**src/rtl/ex_stage.sv**
```systemverilog
// ex_stage: execute stage ALU with an optional restoring divider (enabled by EX_DIV_EN)
module ex_stage (
  input  logic        clk,
  input  logic        rst,
  input  logic [7:0]  aluop_i,
  input  logic [2:0]  alusel_i,
  input  logic [31:0] reg1_i,
  input  logic [31:0] reg2_i,
  input  logic [4:0]  wd_i,
  input  logic        wreg_i,
  input  logic        annul_i,
  output logic [4:0]  wd_o,
  output logic        wreg_o,
  output logic [31:0] wdata_o,
  output logic        whilo_o,
  output logic [31:0] hi_o,
  output logic [31:0] lo_o,
  output logic        stallreq_o
);
  localparam logic [7:0] OP_AND  = 8'b0010_0100;
  localparam logic [7:0] OP_OR   = 8'b0010_0101;
  localparam logic [7:0] OP_XOR  = 8'b0010_0110;
  localparam logic [7:0] OP_NOR  = 8'b0010_0111;
  localparam logic [7:0] OP_SLL  = 8'b0111_1100;
  localparam logic [7:0] OP_SRL  = 8'b0000_0010;
  localparam logic [7:0] OP_SRA  = 8'b0000_0011;
  localparam logic [7:0] OP_SLT  = 8'b0010_1010;
  localparam logic [7:0] OP_SLTU = 8'b0010_1011;
  localparam logic [7:0] OP_ADDU = 8'b0010_0001;
  localparam logic [7:0] OP_SUBU = 8'b0010_0011;
  localparam logic [7:0] OP_DIV  = 8'b0001_1010;
  localparam logic [7:0] OP_DIVU = 8'b0001_1011;
  localparam logic [2:0] SEL_LOGIC = 3'b001;
  localparam logic [2:0] SEL_SHIFT = 3'b010;
  localparam logic [2:0] SEL_ARITH = 3'b100;

  logic [31:0] logic_res, shift_res, arith_res;
  logic        is_div;

  assign is_div = (aluop_i == OP_DIV) || (aluop_i == OP_DIVU);

  // Single-cycle ALU result per class, selected by alusel_i; outputs forced to 0 in reset
  always_comb begin
    logic_res = aluop_i == OP_OR  ? reg1_i | reg2_i :
                aluop_i == OP_AND ? reg1_i & reg2_i :
                aluop_i == OP_XOR ? reg1_i ^ reg2_i :
                aluop_i == OP_NOR ? ~(reg1_i | reg2_i) : 32'd0;
    shift_res = aluop_i == OP_SLL ? reg2_i << reg1_i[4:0] :
                aluop_i == OP_SRL ? reg2_i >> reg1_i[4:0] :
                aluop_i == OP_SRA ? $unsigned($signed(reg2_i) >>> reg1_i[4:0]) : 32'd0;
    arith_res = aluop_i == OP_ADDU ? reg1_i + reg2_i :
                aluop_i == OP_SUBU ? reg1_i - reg2_i :
                aluop_i == OP_SLT  ? {31'd0, $signed(reg1_i) < $signed(reg2_i)} :
                aluop_i == OP_SLTU ? {31'd0, reg1_i < reg2_i} : 32'd0;
    wdata_o   = !rst ? 32'd0 :
                alusel_i == SEL_LOGIC ? logic_res :
                alusel_i == SEL_SHIFT ? shift_res :
                alusel_i == SEL_ARITH ? arith_res : 32'd0;
    wd_o      = rst ? wd_i : 5'd0;
    wreg_o    = rst && wreg_i && !is_div;
  end

`ifdef EX_DIV_EN
  typedef enum logic [1:0] {FREE, BYZERO, ON, END} state_e;

  state_e      state_q, state_d;
  logic [4:0]  cnt_q, cnt_d;
  logic [31:0] rem_q, rem_d, quo_q, quo_d, dvs_q, dvs_d;
  logic [63:0] res_q, res_d;
  logic        negq_q, negq_d, negr_q, negr_d;
  logic [32:0] trial;
  logic        fits, sgn;
  logic [31:0] rem_n, quo_n, a_abs, b_abs;

  // Divider state; reset discards any in-flight operation
  always_ff @(posedge clk or negedge rst) begin
    if (!rst) begin
      state_q <= FREE;
      cnt_q   <= 5'd0;
      rem_q   <= 32'd0;
      quo_q   <= 32'd0;
      dvs_q   <= 32'd0;
      res_q   <= 64'd0;
      negq_q  <= 1'b0;
      negr_q  <= 1'b0;
    end else begin
      state_q <= state_d;
      cnt_q   <= cnt_d;
      rem_q   <= rem_d;
      quo_q   <= quo_d;
      dvs_q   <= dvs_d;
      res_q   <= res_d;
      negq_q  <= negq_d;
      negr_q  <= negr_d;
    end
  end

  // One restoring step: shift the next dividend bit into the partial remainder, subtract if it fits
  always_comb begin
    sgn   = aluop_i == OP_DIV;
    a_abs = sgn && reg1_i[31] ? -reg1_i : reg1_i;
    b_abs = sgn && reg2_i[31] ? -reg2_i : reg2_i;
    trial = {rem_q, quo_q[31]};
    fits  = trial >= {1'b0, dvs_q};
    rem_n = fits ? trial[31:0] - dvs_q : trial[31:0];
    quo_n = {quo_q[30:0], fits};
  end

  // Next-state: FREE detects a divide, ON iterates 32 steps and applies signs, END presents HI/LO
  always_comb begin
    state_d = state_q;
    cnt_d   = cnt_q;
    rem_d   = rem_q;
    quo_d   = quo_q;
    dvs_d   = dvs_q;
    res_d   = res_q;
    negq_d  = negq_q;
    negr_d  = negr_q;
    case (state_q)
      FREE:
        if (is_div && !annul_i) begin
          if (reg2_i == 32'd0) state_d = BYZERO;
          else begin
            state_d = ON;
            cnt_d   = 5'd0;
            rem_d   = 32'd0;
            quo_d   = a_abs;
            dvs_d   = b_abs;
            negq_d  = sgn && (reg1_i[31] ^ reg2_i[31]);
            negr_d  = sgn && reg1_i[31];
          end
        end
      BYZERO: begin
        res_d   = 64'd0;
        state_d = END;
      end
      ON:
        if (annul_i) state_d = FREE;
        else begin
          rem_d = rem_n;
          quo_d = quo_n;
          cnt_d = cnt_q + 5'd1;
          if (cnt_q == 5'd31) begin
            state_d = END;
            res_d   = {negr_q ? -rem_n : rem_n, negq_q ? -quo_n : quo_n};
          end
        end
      default: state_d = FREE;
    endcase
  end

  // Stall until the result is ready; the END cycle carries the HI/LO write
  always_comb begin
    stallreq_o = rst && ((state_q == FREE && is_div && !annul_i) || state_q == BYZERO || state_q == ON);
    whilo_o    = rst && state_q == END;
    hi_o       = whilo_o ? res_q[63:32] : 32'd0;
    lo_o       = whilo_o ? res_q[31:0] : 32'd0;
  end
`else
  logic unused;

  assign unused = &{1'b0, clk, annul_i};

  // Without the divider, divides behave as nops and HI/LO is never written
  always_comb begin
    stallreq_o = 1'b0;
    whilo_o    = 1'b0;
    hi_o       = 32'd0;
    lo_o       = 32'd0;
  end
`endif
endmodule

```
**config.mk**
```make
export PLATFORM = sky130hd
export DESIGN_NAME = ex_stage
export DESIGN_NICKNAME = d
export VERILOG_FILES = /design/src/rtl/ex_stage.sv
export SDC_FILE = /design/constraint.sdc
export NUM_CORES = 1
export LEC_CHECK = 0
export BUFFER_PORTS_ARGS = -buffer_cell sky130_fd_sc_hd__buf_4
export CAP_MARGIN = 20
export CORE_UTILIZATION = 54
export DETAILED_ROUTE_END_ITERATION = 16
export PLACE_DENSITY = 0.82
export REMOVE_ABC_BUFFERS = 1
export SLEW_MARGIN = 20
export SYNTH_ARGS = -nofsm -noshare
export SYNTH_HDL_FRONTEND = slang
export SYNTH_SLANG_ARGS = --single-unit
```
**constraint.sdc**
```tcl
create_clock -name vclk -period 9
set_input_delay 2.7 -clock vclk [all_inputs]
set_output_delay 2.7 -clock vclk [all_outputs]
set_load 0.02 [all_outputs]
```
==> flow_metrics.tcl <==
set metrics [dict create \
    power_density_mw_per_mm2 58.6 \
    synth.top_cell.area_share_pct 12.5 \
    place_congestion 1.04 \
    clkbuf_count 0 \
    hold_path_depth 3 \
    min_to "wd_o[0]" \
    syn_area_mm2 0.00960 \
    cts_hold_buf 0 \
    grt_pass1_wl_um 61500 \
    drt_wl_total_um 41600 \
    routedWlPerCell_um 23.9 \
    synthAdderAreaFrac_pct 12.9 \
    yosys-mux-area-fraction_pct 16.8 \
    synth.distinct_cells 79 \
    synth-seq-area-share_pct 0 \
    setup_viol 0 \
    grt_usage_pct 43.9 \
    grt_pass1_vias 10800 \
    hp-class "primary input to output port" \
    critPathCaptureType "output port" \
    crit_type "primary input to output port" \
    relSlewSlack_pct 29.5 \
    synth-compound-area-share_pct 35.3 \
    dp_cells 1740 \
    ios 188 \
    regArea_um2 0 \
    tightest_slew_ns 1.06 \
    min_period_ns 8.93 \
    cts_resized 0 \
    post_cts_buffers 0 \
    die_w_um 135 \
    slew_viol_final 0 \
    ys_top_cells_by_area "ha_1 (13%), mux4_2 (9.9%), a21oi_1 (8.4%), o21ai_0 (7.2%), nor2_1 (6.7%)" \
    initial_utilization_pct 55.3 \
    period_share_pct 99.2 \
    hold_start "wd_i[0]" \
    yosysWarnings 0 \
    portBuffers 120 \
    antenna_found_initial 1 \
    hold_viol 0 \
    synth_top_family_by_area "compound AO/OA/AOI/OAI gates" \
    dr.pass1.iters 8 \
    synthXorXnorAreaFrac_pct 2.01 \
    num_antenna_cells 0 \
    leakagePower_uw 0.00457 \
    fp-row-count 48 \
    fillCellCount 1750 \
    ant_nets 0 \
    seq_cells 0 \
    coreArea_mm2 0.0174 \
    synth_simple_gate_area_share_pct 19.4 \
    nNetsFinal 1699 \
    dp_hpwl_um 31500 \
    crit_arrival_ns 6.23 \
    drtIter0Drc 1634 \
    run_status "finished, final reports clean" \
    grt_max_degree 71 \
    required_ns 6.30 \
    maxCapViolCount 0 \
    drive_above_1_share_pct 17.1 \
    num_vias 11900 \
    fmax_ghz 0.112 \
    areaGrowthSynthToFinish_pct 10.1 \
    drc_errors 0 \
    fp.dieH_um 135 \
    fp.dieArea_mm2 0.0183 \
    via_per_inst 6.85 \
    critPathMaxFanout 4 \
    instances_no_fill 1740 \
    rsz0062_at_grt "no" \
    synth_cells 1444 \
    fin_tns_setup_ns 0 \
    critPathLaunchType "primary input" \
    syn_area_per_cell_um2 6.65 \
    overflow 0 \
    peakVddDrop_mv 0.0424 \
    yosysTopAreaCell "ha_1" \
]
[worst max-delay path by stage]
stage                    start     endpoint  slack [ns]  cells past startpoint
CTS                  reg1_i[4]  wdata_o[30]        0.17                     16
global route         reg1_i[0]  wdata_o[28]       0.006                     15
finish               reg1_i[0]   wdata_o[0]        0.07                     15
floorplan           aluop_i[7]  wdata_o[29]       -0.20                      6
detailed placement   reg1_i[4]  wdata_o[30]        0.17                     16
global placement    reg2_i[10]  wdata_o[29]        0.18                     14
[placed cells by master (no fill, tap or decap), types with 5 or more instances in the layout]
cell	netlist	routed
buf_4	67	177
nor2_1	172	171
a21oi_1	162	162
o21ai_0	138	138
inv_1	96	96
nand2_1	96	96
ha_1	96	96
conb_1	1	66
mux2i_1	57	57
mux4_2	42	42
nor3_1	34	31
a221oi_1	30	30
nand3_1	28	28
o22ai_1	27	27
o211ai_1	21	21
xnor2_1	20	20
nand2b_1	18	18
o21bai_1	16	16
a211oi_1	16	14
nor2b_1	11	11
a21o_1	11	11
a222oi_1	10	10
a31oi_1	11	10
mux2_2	9	9
o21a_1	9	9
o31ai_1	9	9
and2_1	8	8
or3_1	8	8
or4_1	7	7
or2_2	7	7
nand4_1	7	7
o221ai_1	6	6
a22oi_1	6	6
a211o_1	5	5
o311ai_0	5	5
[power breakdown]
| group | leakage (uW) | total (uW) | switching, uW | internal (uW) |
|---|---|---|---|---|
| Clock | 0 | 0 | 0 | 0 |
| Sequential | 0 | 0 | 0 | 0 |
| Combinational | 0.00457 | 620 | 388 | 232 |
| Total | 0.00457 | 620 | 388 | 232 |
[layout make-up]
class	instances	area [um2]	area share (%)
multi-input combinational	1237	8590	81.2
timing repair buffer	177	1330	12.6
inverter	101	379	3.58
tap	225	282	2.66
[through the flow]
| step | power, uW | worst slack (ns) | hold WS, ns | instance area [um2] | util (%) |
|---|---|---|---|---|---|
| 4_1_cts | 598 | 0.171 | 5.71 | 10600 | 60.8 |
| 6_report | 620 | 0.0688 | 5.70 | 10600 | 60.9 |
| 5_1_grt | 661 | 0.00616 | 5.72 | 10600 | 60.9 |
| 3_5_place_dp | 596 | 0.171 | 5.71 | 10600 | 60.8 |
| 3_3_place_gp | 590 | 0.181 | 5.71 | 10600 | 60.8 |
| 2_1_floorplan | 378 | -0.196 | 5.53 | 8920 | - |
[critical path, stage by stage]
cell	delay [ns]
buf_4	0.14
inv_1	0.11
ha_1	0.26
fa_1	0.41
o21ba_2	0.24
o21bai_1	0.32
o21ai_1	0.12
o311a_2	0.19
o211a_1	0.28
or4b_4	0.56
nor2_1	0.18
or4_1	0.27
a211oi_2	0.13
buf_4	0.15
buf_4	0.15
[per-layer routing]
layer	GRT usage (%)	vias up	routed length, um
met5	0	-	14
met4	26.2	2	2740
met3	9.47	163	4910
met2	67.3	901	17900
met1	56.4	5505	16100
li1	-	5344	-
[cells by family after synthesis]
family,after synthesis
buf+inv,272
mux,108
fa+ha+maj,98
xor+xnor,22
simple gates,411
compound gates,532
other cells,1
[synthesized netlist by cell type, drive strengths merged (4+ instances only)]
| library cell | count |
|---|---|
| nor2 | 172 |
| a21oi | 162 |
| o21ai | 139 |
| buf | 99 |
| inv | 97 |
| ha | 96 |
| nand2 | 96 |
| clkbuf | 72 |
| mux2i | 57 |
| mux4 | 42 |
| nor3 | 34 |
| a221oi | 30 |
| nand3 | 28 |
| o22ai | 27 |
| o211ai | 21 |
| xnor2 | 20 |
| nand2b | 18 |
| a211oi | 16 |
| o21bai | 16 |
| a21o | 11 |
| a31oi | 11 |
| nor2b | 11 |
| a222oi | 10 |
| mux2 | 9 |
| o21a | 9 |
| o31ai | 9 |
| and2 | 8 |
| or3 | 8 |
| or4 | 8 |
| nand4 | 7 |
| or2 | 7 |
| a22oi | 6 |
| o221ai | 6 |
| a211o | 5 |
| nor4 | 5 |
| o311ai | 5 |
| a2111oi | 4 |
| clkinv | 4 |
| o211a | 4 |
| o221a | 4 |
| o311a | 4 |
No activity file was read; power rests on OpenSTA's default activity.
